**config.mk**
```make
export PLATFORM = sky130hd
export DESIGN_NAME = lcd_ctrl
export DESIGN_NICKNAME = d
export VERILOG_FILES = /design/src/rtl/lcd_ctrl_pkg.sv /design/src/rtl/lcd_fifo.sv /design/src/rtl/lcd_ctrl.sv
export SDC_FILE = /design/constraint.sdc
export NUM_CORES = 1
export LEC_CHECK = 0
export ABC_CLOCK_PERIOD_IN_PS = 2240
export CORE_ASPECT_RATIO = 1.2
export CORE_MARGIN = 2
export CORE_UTILIZATION = 42
export DETAILED_ROUTE_END_ITERATION = 8
export GPL_TIMING_DRIVEN = 0
export SYNTH_ARGS = -nofsm -noshare
export SYNTH_HDL_FRONTEND = slang
export SYNTH_SLANG_ARGS = --single-unit
```
**constraint.sdc**
```tcl
create_clock -name clk -period 2.24 [get_ports clk]
set_clock_uncertainty 0.05 [all_clocks]
set_input_delay 0.448 -clock clk [delete_from_list [all_inputs] [get_ports clk]]
set_output_delay 0.448 -clock clk [all_outputs]
set_load 0.01 [all_outputs]
```
**src/rtl/lcd_ctrl_pkg.sv**
```systemverilog
// Shared types, address map and decode helpers for the LCD bus sequencer.
package lcd_ctrl_pkg;

    typedef enum logic [2:0] {
        ST_IDLE  = 3'd0,
        ST_SETUP = 3'd1,
        ST_PULSE = 3'd2,
        ST_HOLD  = 3'd3,
        ST_EXEC  = 3'd4
    } lcd_state_t;

    localparam logic [15:0] LCD_CMD_ADDR  = 16'hFF02;
    localparam logic [15:0] LCD_DATA_ADDR = 16'hFF03;
    localparam int          ENTRY_W       = 9;

    function automatic logic lcd_sel(input logic [7:0] a_hi, input logic [1:0] a_mid);
        return (a_hi == LCD_CMD_ADDR[15:8]) && (a_mid == LCD_CMD_ADDR[2:1]);
    endfunction

    // Clear display and return home need the long execution wait.
    function automatic logic is_long_cmd(input logic rs, input logic [7:0] b);
        return (rs == 1'b0) && (b[7:2] == 6'd0);
    endfunction

endpackage

```
**src/rtl/lcd_fifo.sv**
```systemverilog
// Synchronous FIFO; pointers carry an extra wrap bit to tell full from empty.
module lcd_fifo #(
    parameter int DEPTH = 4,
    parameter int WIDTH = 9
) (
    input  logic             clk,
    input  logic             rst,
    input  logic             i_push,
    input  logic [WIDTH-1:0] i_data,
    input  logic             i_pop,
    output logic [WIDTH-1:0] o_data,
    output logic             o_full,
    output logic             o_empty
);
    localparam int AW = $clog2(DEPTH);

    logic [WIDTH-1:0] r_mem [DEPTH];
    logic [AW:0]      r_wr_ptr;
    logic [AW:0]      r_rd_ptr;
    logic             w_do_push;
    logic             w_do_pop;

    assign o_empty   = (r_wr_ptr == r_rd_ptr);
    assign o_full    = (r_wr_ptr[AW] != r_rd_ptr[AW]) && (r_wr_ptr[AW-1:0] == r_rd_ptr[AW-1:0]);
    assign w_do_pop  = i_pop & ~o_empty;
    assign w_do_push = i_push & (~o_full | w_do_pop);
    assign o_data    = r_mem[r_rd_ptr[AW-1:0]];

    // Pointer update; reset discards any queued entries.
    always_ff @(posedge clk or posedge rst) begin
        if (rst) begin
            r_wr_ptr <= '0;
            r_rd_ptr <= '0;
        end else begin
            if (w_do_push) r_wr_ptr <= r_wr_ptr + {{AW{1'b0}}, 1'b1};
            if (w_do_pop)  r_rd_ptr <= r_rd_ptr + {{AW{1'b0}}, 1'b1};
        end
    end

    // Storage array write port.
    always_ff @(posedge clk) begin
        if (w_do_push) r_mem[r_wr_ptr[AW-1:0]] <= i_data;
    end

endmodule

```
**src/rtl/lcd_ctrl.sv**
```systemverilog
// HD44780 write sequencer for CPU writes to 0xFF02/0xFF03.
// Define LCD_4BIT_EN to send each byte as two nibbles on lcd_d[7:4].
module lcd_ctrl
    import lcd_ctrl_pkg::*;
#(
    parameter int FIFO_DEPTH = 4,
    parameter int T_AS       = 2,
    parameter int T_PW       = 6,
    parameter int T_H        = 2,
    parameter int T_CMD      = 48,
    parameter int T_LONG     = 1800
) (
    input  logic        clk,
    input  logic        rst,
    input  logic [15:0] a,
    input  logic        n_we,
    input  logic [7:0]  d,
    output logic        n_rdy,
    output logic        lcd_rs,
    output logic        lcd_e,
    output logic [7:0]  lcd_d,
    output logic        busy
);
    localparam logic [15:0] C_AS   = 16'(T_AS - 1);
    localparam logic [15:0] C_PW   = 16'(T_PW - 1);
    localparam logic [15:0] C_H    = 16'(T_H - 1);
    localparam logic [15:0] C_CMD  = 16'(T_CMD - 1);
    localparam logic [15:0] C_LONG = 16'(T_LONG - 1);

    logic               r_nwe_d;
    logic               r_pend;
    logic [ENTRY_W-1:0] r_pend_entry;
    logic               r_n_rdy;
    lcd_state_t         r_state;
    logic [15:0]        r_cnt;
    logic [7:0]         r_byte;
    logic               r_lcd_rs;
    logic               r_lcd_e;
    logic [7:0]         r_lcd_d;
    logic               r_busy;
`ifdef LCD_4BIT_EN
    logic               r_second;
`endif

    logic               w_sel;
    logic               w_wr_fall;
    logic               w_push;
    logic               w_pop;
    logic               w_full;
    logic               w_empty;
    logic [ENTRY_W-1:0] w_rd_entry;
    logic               w_unused_a;

    assign w_sel      = lcd_sel(a[15:8], a[2:1]);
    assign w_wr_fall  = r_nwe_d & ~n_we;
    assign w_pop      = (r_state == ST_IDLE) & ~w_empty;
    assign w_push     = r_pend & (~w_full | w_pop);
    assign w_unused_a = ^a[7:3];

    assign n_rdy  = r_n_rdy;
    assign lcd_rs = r_lcd_rs;
    assign lcd_e  = r_lcd_e;
    assign lcd_d  = r_lcd_d;
    assign busy   = r_busy;

    lcd_fifo #(
        .DEPTH (FIFO_DEPTH),
        .WIDTH (ENTRY_W)
    ) u_fifo (
        .clk     (clk),
        .rst     (rst),
        .i_push  (w_push),
        .i_data  (r_pend_entry),
        .i_pop   (w_pop),
        .o_data  (w_rd_entry),
        .o_full  (w_full),
        .o_empty (w_empty)
    );

    // First lane presented for a byte: high nibble in 4-bit mode, whole byte otherwise.
    function automatic logic [7:0] first_lane(input logic [7:0] b);
`ifdef LCD_4BIT_EN
        return {b[3+4:4], 4'h0};
`else
        return b;
`endif
    endfunction

    // CPU write capture into the pending slot and the registered stall line.
    always_ff @(posedge clk or posedge rst) begin
        if (rst) begin
            r_nwe_d      <= 1'b1;
            r_pend       <= 1'b0;
            r_pend_entry <= '0;
            r_n_rdy      <= 1'b1;
        end else begin
            r_nwe_d <= n_we;
            if (w_wr_fall && w_sel && !r_pend) begin
                r_pend       <= 1'b1;
                r_pend_entry <= {a[0], d};
            end else if (w_push) begin
                r_pend <= 1'b0;
            end
            r_n_rdy <= ~(r_pend & w_full);
        end
    end

    // LCD strobe sequencer: setup, enable pulse, hold, then execution wait.
    always_ff @(posedge clk or posedge rst) begin
        if (rst) begin
            r_state  <= ST_IDLE;
            r_cnt    <= 16'd0;
            r_byte   <= 8'd0;
            r_lcd_rs <= 1'b0;
            r_lcd_e  <= 1'b0;
            r_lcd_d  <= 8'd0;
            r_busy   <= 1'b0;
`ifdef LCD_4BIT_EN
            r_second <= 1'b0;
`endif
        end else begin
            case (r_state)
                ST_IDLE: begin
                    if (w_pop) begin
                        r_state  <= ST_SETUP;
                        r_cnt    <= C_AS;
                        r_lcd_rs <= w_rd_entry[8];
                        r_byte   <= w_rd_entry[7:0];
                        r_lcd_d  <= first_lane(w_rd_entry[7:0]);
                        r_busy   <= 1'b1;
`ifdef LCD_4BIT_EN
                        r_second <= 1'b0;
`endif
                    end else begin
                        r_busy <= w_push;
                    end
                end
                ST_SETUP: begin
                    if (r_cnt == 16'd0) begin
                        r_state <= ST_PULSE;
                        r_cnt   <= C_PW;
                        r_lcd_e <= 1'b1;
                    end else begin
                        r_cnt <= r_cnt - 16'd1;
                    end
                end
                ST_PULSE: begin
                    if (r_cnt == 16'd0) begin
                        r_state <= ST_HOLD;
                        r_cnt   <= C_H;
                        r_lcd_e <= 1'b0;
                    end else begin
                        r_cnt <= r_cnt - 16'd1;
                    end
                end
                ST_HOLD: begin
                    if (r_cnt == 16'd0) begin
`ifdef LCD_4BIT_EN
                        if (!r_second) begin
                            r_second <= 1'b1;
                            r_lcd_d  <= {r_byte[3:0], 4'h0};
                            r_state  <= ST_SETUP;
                            r_cnt    <= C_AS;
                        end else begin
                            r_state <= ST_EXEC;
                            r_cnt   <= is_long_cmd(r_lcd_rs, r_byte) ? C_LONG : C_CMD;
                        end
`else
                        r_state <= ST_EXEC;
                        r_cnt   <= is_long_cmd(r_lcd_rs, r_byte) ? C_LONG : C_CMD;
`endif
                    end else begin
                        r_cnt <= r_cnt - 16'd1;
                    end
                end
                ST_EXEC: begin
                    if (r_cnt == 16'd0) begin
                        r_state <= ST_IDLE;
                        r_busy  <= ~w_empty | w_push;
                    end else begin
                        r_cnt  <= r_cnt - 16'd1;
                        r_busy <= 1'b1;
                    end
                end
                default: begin
                    r_state <= ST_IDLE;
                    r_lcd_e <= 1'b0;
                    r_cnt   <= 16'd0;
                end
            endcase
        end
    end

endmodule

```
## After elaboration in Yosys (flattened, before gate mapping)

Memories as Yosys holds them, arrays and structs flattened. A register that Yosys moved wholly into a read port is not among the register bits.
Cells that the tools add are included.

| storage, ports and cells | value |
|---|---|
| register bits after elaboration | 39 |
| bits in writable memories | 36 |
| input port bits | 27 |
| output and inout bits | 12 |
| logic and storage cells | 83 |
| memories | 1 |

| cells by class | value |
|---|---|
| add/sub/neg operators | 3 |
| equal/unequal tests | 15 |
| mux-type cells | 23 |
| bitwise logic cells | 15 |
| reduce and logical (&&, ||, !) cells | 16 |

Memories:

| name | words | bits a word | read ports | clocked after memory_dff | write ports | line | RTL |
|---|---|---|---|---|---|---|---|
| u_fifo.r_mem | 4 | 9 | 1 | 1 | 1 | lcd_fifo.sv:17 | `logic [WIDTH-1:0] r_mem [DEPTH];` |

Operator list:

| operator | number |
|---|---|
| 2-to-1 mux 16 bit | 5 |
| one-hot mux 16 bit (5 select lines) | 1 |
| logical NOT 16 bit | 1 |
| subtractor 16 x 1 -> 16 bit, second input constant | 1 |
| 2-to-1 mux 3 bit | 5 |
| one-hot mux 3 bit (5 select lines) | 1 |
| 2-to-1 mux 11 bit | 1 |
| inequality test 2 bit, second input constant | 5 |
| equality test 8 bit, second input constant | 1 |
| 2-to-1 mux 1 bit | 8 |
| adder 3 x 1 -> 3 bit, second input constant | 2 |
| bitwise AND 1 bit | 6 |
| equality test 3 x 2 -> 1 bit, second input constant | 2 |
| logical NOT 6 bit | 1 |
| NOT 1 bit | 6 |
| logical AND 1 bit | 5 |
| AND reduction 5 bit | 1 |
| AND reduction 2 bit | 2 |
| nonzero test 2 bit | 2 |
| equality test 3 x 1 -> 1 bit, second input constant | 1 |
| equality test 3 bit | 1 |
| equality test 3 bit, second input constant | 1 |
| logical NOT 3 bit | 1 |
| bitwise OR 1 bit | 3 |
| 9 further kinds | 9 |

## Longest topological paths before layout

Gate-level depths: netlist of run 1.

| depth | value |
|---|---|
| depth after elaboration | 8 |
| mapped depth | 9 |
| gate-level depth less buffers | 7 |

## Hierarchy

A second synthesis of run 1 with hierarchy kept.

| second synthesis, totals | value |
|---|---|
| cells, all modules | 299 |
| area, all modules | 3,890.0 µm² |

By module, submodules not included:

| module | times used | cells an instance | area each (µm²) | seq. area each (µm²) |
|---|---|---|---|---|
| lcd_ctrl | 1 | 216 | 2,185.8 | 1,053.5 |
| lcd_fifo | 1 | 83 | 1,704.1 | 1,231.2 |

## Least setup slack after synthesis of run 1

OpenSTA, ideal clock, no wires.

| timing path | value |
|---|---|
| path kind | register to register |
| start | register r_cnt[6] |
| end | register r_cnt[12] |
| library setup time | 0.133 ns |
| data arrival time | 1.908 ns |
| required time | 2.057 ns |
| slack | 0.148 ns |
| stages on the path, launching flop included | 6 |
| path buffers | 0 |
| clock period less this slack | 2.092 ns |
| cell sequence | dfrtp_1 -> or3_4 -> nor4_4 -> nand2_2 -> a211oi_4 -> nor2_1 |

| between the ends | value |
|---|---|
| cells in the longest elaborated chain, start to end | 3 |
| elaborated cells between the ends (all ways) | 9 |
| those cells by class | 1 x add/sub; 1 x eq/ne; 5 x mux; 2 x reduce/logical |

RTL lines:

| element | line | RTL |
|---|---|---|
| from (decl) | lcd_ctrl.sv:35 | `logic [15:0] r_cnt;` |
| from (signal assigned) | lcd_ctrl.sv:144 | `r_cnt <= r_cnt - 16'd1;` |
| from (signal assigned) | lcd_ctrl.sv:153 | `r_cnt <= r_cnt - 16'd1;` |
| from (signal assigned) | lcd_ctrl.sv:170 | `r_cnt <= is_long_cmd(r_lcd_rs, r_byte) ? C_LONG : C_CMD;` |
| subtractor 16 x 1 -> 16 bit or logical NOT 16 bit (tied branches) | -- |  |
| 2-to-1 mux 16 bit (tied with other cells) | lcd_ctrl.sv:177 | `if (r_cnt == 16'd0) begin` |
| one-hot mux 16 bit (5 select lines) or AND reduction 2 bit (tied branches) | -- |  |

Several ways; a longest one is shown, not always the timed one. The select of a mux whose other input is x is not followed.
A chain may end at the register's enable or synchronous reset.

## Final worst setup path of run 1

| timing path | value |
|---|---|
| start | register r_state[2] |
| end | register r_cnt[9] |

| between the ends | value |
|---|---|
| cells in the longest elaborated chain, start to end | 4 |
| elaborated cells between the ends (all ways) | 10 |
| those cells by class | 6 x eq/ne; 1 x mux; 1 x bitwise; 2 x reduce/logical |

RTL lines:

| element | line | RTL |
|---|---|---|
| from (decl) | lcd_ctrl.sv:34 | `lcd_state_t r_state;` |
| from (signal assigned) | lcd_ctrl.sv:111 | `r_state <= ST_IDLE;` |
| from (signal assigned) | lcd_ctrl.sv:125 | `r_state <= ST_SETUP;` |
| from (signal assigned) | lcd_ctrl.sv:140 | `r_state <= ST_PULSE;` |
| logical NOT 3 bit | lcd_ctrl.sv:56, lcd_ctrl.sv:122 |  |
| bitwise AND 1 bit | lcd_ctrl.sv:56 | `assign w_pop = (r_state == ST_IDLE) & ~w_empty;` |
| inequality test 2 x 1 -> 1 bit (no line) | -- |  |
| AND reduction 2 bit (no line) | -- |  |

Several ways; a longest one is shown, not always the timed one.

==> flow_metrics.py, run 1 <==
metrics = {
    "place": {
        "port_buffers": 33,
        "post-dp-hpwl_um": 5610,
        "place_congestion": 0.822,
        "dp_slack_ns": -0.387,
    },
    "finish": {
        "layout.nets": 392,
        "postLayoutCoreUtil_pct": 53.7,
        "area_growth_pct": 23.1,
        "diodes": 0,
        "final_common_cell": "dfrtp_1",
        "most-common-layout-cells": "40 x dfrtp_1, 36 x edfxtp_1, 33 x clkdlybuf4s50_1",
        "layout-drive-gt1-share_pct": 28.8,
    },
    "timing": {
        "slew_headroom_pct": 61.3,
        "hold_viol": 0,
        "setup_viol_count_final": 0,
        "max_freq_ghz": 0.460,
        "worst_pin_slew_ns": 0.581,
        "min_period_ns": 2.17,
        "whs_ns": 0.366,
        "drv_slew": 0,
        "period_share_pct": 97.1,
        "fin_ws_ns": 0.0657,
    },
    "cts": {
        "cts_tree": "yes",
        "clkTransAtPathRegs_ns": 0.09,
        "clk_latency_ns": 0.35,
        "clk_root_buffer_cell": "clkbuf_8",
        "htreeDepth": 3,
        "clockBufferDepth": 2,
        "clock-sinks": 84,
        "cts_made_buffers": 9,
    },
    "floorplanning": {
        "start_util_pct": 43.6,
        "die-area_um2": 10300,
        "die_height_um": 111,
        "rows": 38,
        "fp.dieW_um": 92.9,
        "core_um2": 9130,
        "pin_count": 39,
    },
    "critical_path": {
        "r2r-start": "r_state[2]$_DFFE_PP0P_",
        "cp.required_ns": 2.45,
        "rrSetupSlack_ns": 0.07,
        "crit_start": "r_state[2]$_DFFE_PP0P_",
        "reg2regPathDepth": 8,
        "worstSetupEndpointType": "flop",
        "cp_max_fo": 10,
        "worstPathArrival_ns": 2.38,
        "critical_path_class": "flop to flop",
        "start_kind": "flop",
        "cp-endpoint": "r_cnt[9]$_DFFE_PP0P_",
        "reg2reg_to": "r_cnt[9]$_DFFE_PP0P_",
    },
    "worst_hold_path": {
        "min_path_type": "primary input to async pin",
    },
    "logic_synthesis": {
        "yosys_warnings": 0,
        "synthesis.area_um2": 3980,
        "synthArstFlopShare_pct": 57.1,
        "ys.flop_type": "dfrtp_1",
        "postSynthAreaPerCell_um2": 13.3,
        "ys_types": 60,
        "syn-num-nets": 333,
        "seq_area_frac_synth_pct": 57.4,
        "syn_inst": 300,
        "ys_seq_elements": 84,
        "synth_edf_count": 36,
    },
    "global_routing": {
        "grt_start_max_net_pins": 31,
        "antenna_found_initial": 0,
        "grt_overflow_total": 0,
        "track_usage_pct": 16.8,
        "grt_pass1_vias": 2701,
        "grt_pass1_wl_um": 13500,
    },
    "job": {
        "drv_cap": 0,
    },
    "route": {
        "ant_nets": 0,
        "wl_per_cell_um": 16.5,
        "drc": 0,
        "vias": 2619,
        "routed_via_density": 5.41,
        "drt_iter0_drc": 104,
        "wl_um": 8000,
        "first_pass_iters": 4,
    },
    "outcome": {
        "status": "finished, final reports clean",
    },
    "pwr": {
        "p_leak_nw": 1.91,
        "power_density_nw_per_um2": 587,
        "ir_worst_vdd_mv": 0.462,
    },
}
-- cells in the mapped netlist (all sizes together) (2+ instances only) --
| cell | number | area [µm²] |
|---|---|---|
| a21oi | 17 | 100 |
| xnor2 | 8 | 70.1 |
| dfrtp | 46 | 1150 |
| xor2 | 5 | 43.8 |
| or3 | 9 | 72.6 |
| edfxtp | 36 | 1080 |
| buf | 9 | 76.3 |
| mux4 | 9 | 203 |
| o311ai | 3 | 26.3 |
| or4 | 2 | 16.3 |
| o21ai | 14 | 70.1 |
| and2 | 5 | 31.3 |
| a21o | 2 | 22.5 |
| dfstp | 2 | 52.6 |
| o41a | 2 | 22.5 |
| o211ai | 4 | 35.0 |
| or2 | 2 | 12.5 |
| nand4 | 5 | 31.3 |
| a31oi | 4 | 25.0 |
| o31ai | 2 | 15.0 |
| nand2 | 14 | 55.1 |
| mux2 | 19 | 214 |
| nor4 | 9 | 101 |
| nand3 | 9 | 50.1 |
| inv | 8 | 30.0 |
| nor2b | 4 | 25.0 |
| nor2 | 17 | 63.8 |
| a211oi | 4 | 42.5 |
| ha | 6 | 75.1 |
| nor3 | 8 | 40.0 |
| nand2b | 4 | 27.5 |
-- state kept, by name, summed over array words and instances, names as in the netlist --
| signal | cells |
|---|---|
| u_fifo.r_rd_ptr | 3 |
| r_pend_entry | 9 |
| r_state | 3 |
| r_cnt | 16 |
| r_pend | 1 |
| lcd_d | 8 |
| busy | 1 |
| u_fifo.r_mem | 36 |
| n_rdy | 1 |
| lcd_e | 1 |
| u_fifo.r_wr_ptr | 3 |
| r_nwe_d | 1 |
| lcd_rs | 1 |
-- logic make-up after synthesis --
family                     count (synthesis)  share of synthesized area [%]
DFF                                       84                           57.4
AOI/OAI and AO/OA                         58                           10.3
muxes                                     29                           10.7
and+or+nand+nor                           92                           14.1
xor gates and xnor gates                  13                           2.86
adders and majority gates                  6                           1.89
buffers and inverters                     18                           2.77
-- per-layer routing --
metal | part of all wire [%] | vias up | wire (µm) | track usage (%)
li1 | - | 1263 | - | -
met2 | 52 | 40 | 4170 | 28.1
met1 | 44 | 1307 | 3520 | 21.3
met4 | 1.4 | 0 | 115 | 5.69
met3 | 2.5 | 9 | 196 | 4.28
met5 | 0 | - | 0 | 0
-- cell type report --
cell class,count,area [µm²]
Fill cell,794,4230
Multi-Input combinational cell,198,1640
Clock buffer,9,124
Clock inverter,7,97.6
Inverter,8,30.0
Timing Repair Buffer,48,488
Sequential cell,84,2290
Tap cell,120,150
Buffer,10,83.8
-- worst min path at each step --
stage	start	endpoint	slack, ns	cells after the start
floorplan	n_we	r_nwe_d$_DFF_PP1_	0.40	0
global placement	r_pend_entry[8]$_DFFE_PP0P_	u_fifo.r_mem[3][8]$_DFFE_PP_	0.44	0
detailed placement	lcd_d[0]$_DFFE_PP0P_	lcd_d[0]$_DFFE_PP0P_	0.45	1
CTS	rst	r_cnt[8]$_DFFE_PP0P_	0.37	2
global route	rst	r_cnt[8]$_DFFE_PP0P_	0.39	2
finish	rst	r_cnt[8]$_DFFE_PP0P_	0.37	2
-- critical path, stage by stage, from the launching register on --
cell      delay, ns
dfrtp_1        0.38
buf_6          0.13
or3_4          0.42
nor4_4         0.40
a21o_4         0.17
buf_8          0.14
buf_8          0.15
o211ai_1       0.10
o211ai_1       0.13
-- through the flow --
step,std cells,instance area (µm²),TNS (ns),power (mW)
3_3_place_gp,453,4460,-30.04,1.70
4_1_cts,474,4770,0,2.91
6_report,484,4900,0,2.88
2_1_floorplan,300,3980,0,1.65
5_1_grt,484,4900,-0.0106,2.99
3_5_place_dp,454,4480,-6.05,1.70
-- report_power, final --
group          internal, mW  leakage, nW  switching, mW
sequential             1.60         1.00        0.00263
clock                 0.635        0.108          0.578
combinational        0.0388        0.798         0.0269
total                  2.27         1.91          0.607
-- what timing repair did --
action                                  in CTS  in global routing
pin swaps                                    3                  5
hold buffers                                 0                  0
gates resized for setup                      7                 14
setup buffers                                4                 10
endpoints found under the setup margin      25                 24
Power figures use the tool's default switching activity.
==> run 2, diff against run 1 <==
Settings changed: SYNTH_HIERARCHICAL set to 1, TNS_END_PERCENT set to 30.
==> flow_metrics.py, run 2 <==
metrics = {
    "critical_path": {
        "path_cells": "xor2_4, nor3_4, nor4_4, buf_4, clkbuf_16, or4_4, and3_4",
        "crit_start": "u_fifo/r_rd_ptr[0]$_DFFE_PP0P_",
        "r2r-start": "u_fifo/r_rd_ptr[0]$_DFFE_PP0P_",
        "cp_max_fo": 6,
        "reg2regPathDepth": 7,
        "worstPathArrival_ns": 2.43,
        "worst_path_max_delay_cell": "or4_4",
        "start_kind": "flop",
        "max_stage_delay_ns": 0.53,
        "worstSetupEndpointType": "flop",
        "rrSetupSlack_ns": -0.12,
        "critical_path_class": "flop to flop",
        "cp.required_ns": 2.30,
        "cp-endpoint": "u_fifo/r_mem[2][7]$_DFFE_PP_",
        "reg2reg_to": "u_fifo/r_mem[2][7]$_DFFE_PP_",
    },
    "logic_synthesis": {
        "synth_edf_count": 36,
        "synth_area_leaders": "dfrtp_1 30%, edfxtp_1 28%, mux2_2 5.8%",
        "synth_top_cell_by_area": "dfrtp_1",
        "synthesis.area_um2": 3890,
        "yosys_warnings": 6,
        "ys.flop_type": "dfrtp_1",
        "postSynthAreaPerCell_um2": 13.0,
        "ys_types": 54,
        "synthArstFlopShare_pct": 57.1,
        "synth_common_cells": "46 x dfrtp_1, 36 x edfxtp_1, 21 x nand2_1, 20 x mux2_2, 14 x nor3_1",
        "ys_seq_elements": 84,
        "syn_inst": 299,
        "seq_area_frac_synth_pct": 58.7,
        "synth_most_common_cell": "dfrtp_1",
        "synth_top_area_share_pct": 29.6,
        "syn-num-nets": 333,
    },
    "finish": {
        "fillCellCount": 786,
        "most-common-layout-cells": "40 x dfrtp_1, 36 x edfxtp_1, 33 x clkdlybuf4s50_1",
        "area_growth_pct": 28.0,
        "largest_register_ff_count": 36,
        "diodes": 0,
        "layout.nets": 401,
        "fin_cells": 492,
        "layout-drive-gt1-share_pct": 28.5,
        "final_common_cell": "dfrtp_1",
    },
    "pwr": {
        "p_seq_share_pct": 57.0,
        "power_density_nw_per_um2": 564,
        "power_switching_uw": 612,
        "clockPowerShare_pct": 40.3,
        "finalPower_mw": 2.81,
        "p_sw_share_pct": 21.8,
        "intPower_mw": 2.20,
        "pwr-share-comb_pct": 2.7,
        "p_leak_nw": 1.99,
        "ir_worst_vdd_mv": 0.421,
    },
    "global_routing": {
        "grt_pass1_wl_um": 14600,
        "track_usage_pct": 19.2,
        "grt_pass1_vias": 2882,
        "gr-usage-met1_pct": 23.0,
        "grt.busiest_layer": "met2",
        "grt_overflow_total": 0,
        "antenna_found_initial": 0,
        "use_met3_pct": 4.32,
        "grtUsageMet2_pct": 33.2,
        "grt_start_max_net_pins": 30,
    },
    "floorplanning": {
        "core_um2": 9030,
        "die_height_um": 109,
        "die-area_um2": 10100,
        "pin_count": 39,
        "start_util_pct": 43.1,
        "fp.dieW_um": 91.9,
        "rows": 38,
    },
    "timing": {
        "fin_ws_ns": -0.124,
        "rsz0062_at_grt": "true",
        "worst_pin_slew_ns": 0.725,
        "setup_viol_count_final": 37,
        "max_freq_ghz": 0.423,
        "min_period_ns": 2.36,
        "whs_ns": 0.344,
        "period_share_pct": 106,
        "slew_headroom_pct": 51.3,
        "hold_viol": 0,
        "drv_slew": 0,
    },
    "outcome": {
        "failed_checks": "setup timing",
        "status": "finished with violations",
    },
    "route": {
        "ant_nets": 0,
        "wl_per_cell_um": 18.4,
        "routed_via_density": 5.59,
        "first_pass_iters": 4,
        "wl_um": 9030,
        "vias": 2750,
        "drt_iter0_drc": 111,
        "drc": 0,
    },
    "cts": {
        "clockBufferDepth": 2,
        "clk_latency_ns": 0.35,
        "cts_tree": "yes",
        "cts_made_buffers": 9,
        "htreeDepth": 3,
        "postCtsHoldBufs": 0,
        "clkTransAtPathRegs_ns": 0.09,
        "clock-sinks": 84,
        "clk_root_buffer_cell": "clkbuf_8",
    },
    "worst_hold_path": {
        "min_path_type": "primary input to async pin",
    },
    "place": {
        "placed_cells": 453,
        "post-dp-hpwl_um": 5800,
        "place_congestion": 0.934,
        "port_buffers": 33,
    },
    "job": {
        "drv_cap": 0,
    },
}
-- run 2: worst min path at each step --
stage | to | slack [ns] | cells past startpoint
6_report | u_fifo/r_rd_ptr[2]$_DFFE_PP0P_ | 0.34 | 2
2_1_floorplan | u_fifo/r_rd_ptr[1]$_DFFE_PP0P_ | 0.19 | 1
4_1_cts | u_fifo/r_wr_ptr[2]$_DFFE_PP0P_ | 0.31 | 2
3_5_place_dp | n_rdy$_DFF_PP1_ | 0.43 | 1
3_3_place_gp | n_rdy$_DFF_PP1_ | 0.43 | 1
5_1_grt | u_fifo/r_rd_ptr[2]$_DFFE_PP0P_ | 0.35 | 2
-- run 2: power groups by stage --
stage / logic [mW] / clock network, mW / registers [mW]
6_report: 0.0750 / 1.13 / 1.60
5_1_grt: 0.0829 / 1.23 / 1.60
4_1_cts: 0.0764 / 1.16 / 1.60
3_5_place_dp: 0.0708 / 0 / 1.63
3_3_place_gp: 0.0644 / 0 / 1.63
2_1_floorplan: 0.0210 / 0 / 1.63
-- run 2: timing repair --
action                                  in CTS  in global routing
gates cloned                                 4                  0
endpoints found under the setup margin      70                 56
pin swaps                                    6                  2
setup buffers                               18                  2
gates resized for setup                     23                  3
-- run 2: kinds of logic (layout without fill, tap and decap cells) --
kind of cell	Yosys count	count (layout)	synth area share (%)
AND/OR/NAND/NOR	90	93	12.5
AO/OA/AOI/OAI	57	57	10.6
adder cells (fa/ha/maj)	7	7	2.25
flip-flops	84	84	58.7
buffers and inverters	20	90	2.03
XOR/XNOR	12	12	2.90
multiplexers	29	29	11.0
-- run 2: stage by stage --
stage / cell area, µm² / utilization, % / setup TNS, ns / worst slack [ns]
final: 4980 / 55.1 / -3.45 / -0.124
after global routing: 4980 / 55.1 / -5.82 / -0.189
after global placement: 4450 / 49.2 / -36.86 / -0.697
after CTS: 4950 / 54.8 / -3.17 / -0.128
after floorplan: 3970 / - / -0.284 / -0.0158
after detailed placement: 4470 / 49.4 / -26.88 / -0.725
-- run 2: cell type report --
type                    count  area [µm²]  share of cell area (%)
repair inverters            1        7.51                   0.151
multi-input cells         198        1730                    34.7
clock inverters             6        68.8                    1.38
repair buffers             53         493                    9.90
inverters                  11        43.8                   0.879
plain buffers               9        58.8                    1.18
clock buffers              10         138                    2.76
well taps                 120         150                    3.01
flip-flops and latches     84        2290                    46.0
-- run 2: worst max-delay path: cells and delay by family, from the launching register on --
kind,cells,cell delay [ns]
AND/OR/NAND/NOR,4,1.09
flip-flops,1,0.46
buffers and inverters,2,0.33
XOR/XNOR,1,0.20
-- run 2: routing by layer --
| metal | up-vias | share of wire [%] |
|---|---|---|
| li1 | 1294 | - |
| met1 | 1382 | 42 |
| met2 | 57 | 52 |
| met3 | 17 | 3.4 |
| met4 | 0 | 2.4 |
| met5 | - | 0 |
==> run 3, diff against run 2 <==
Settings changed: HOLD_SLACK_MARGIN set to 0.03.
==> results of run 3 <==
Final layout, timing and power as in run 2 (identical DEF).
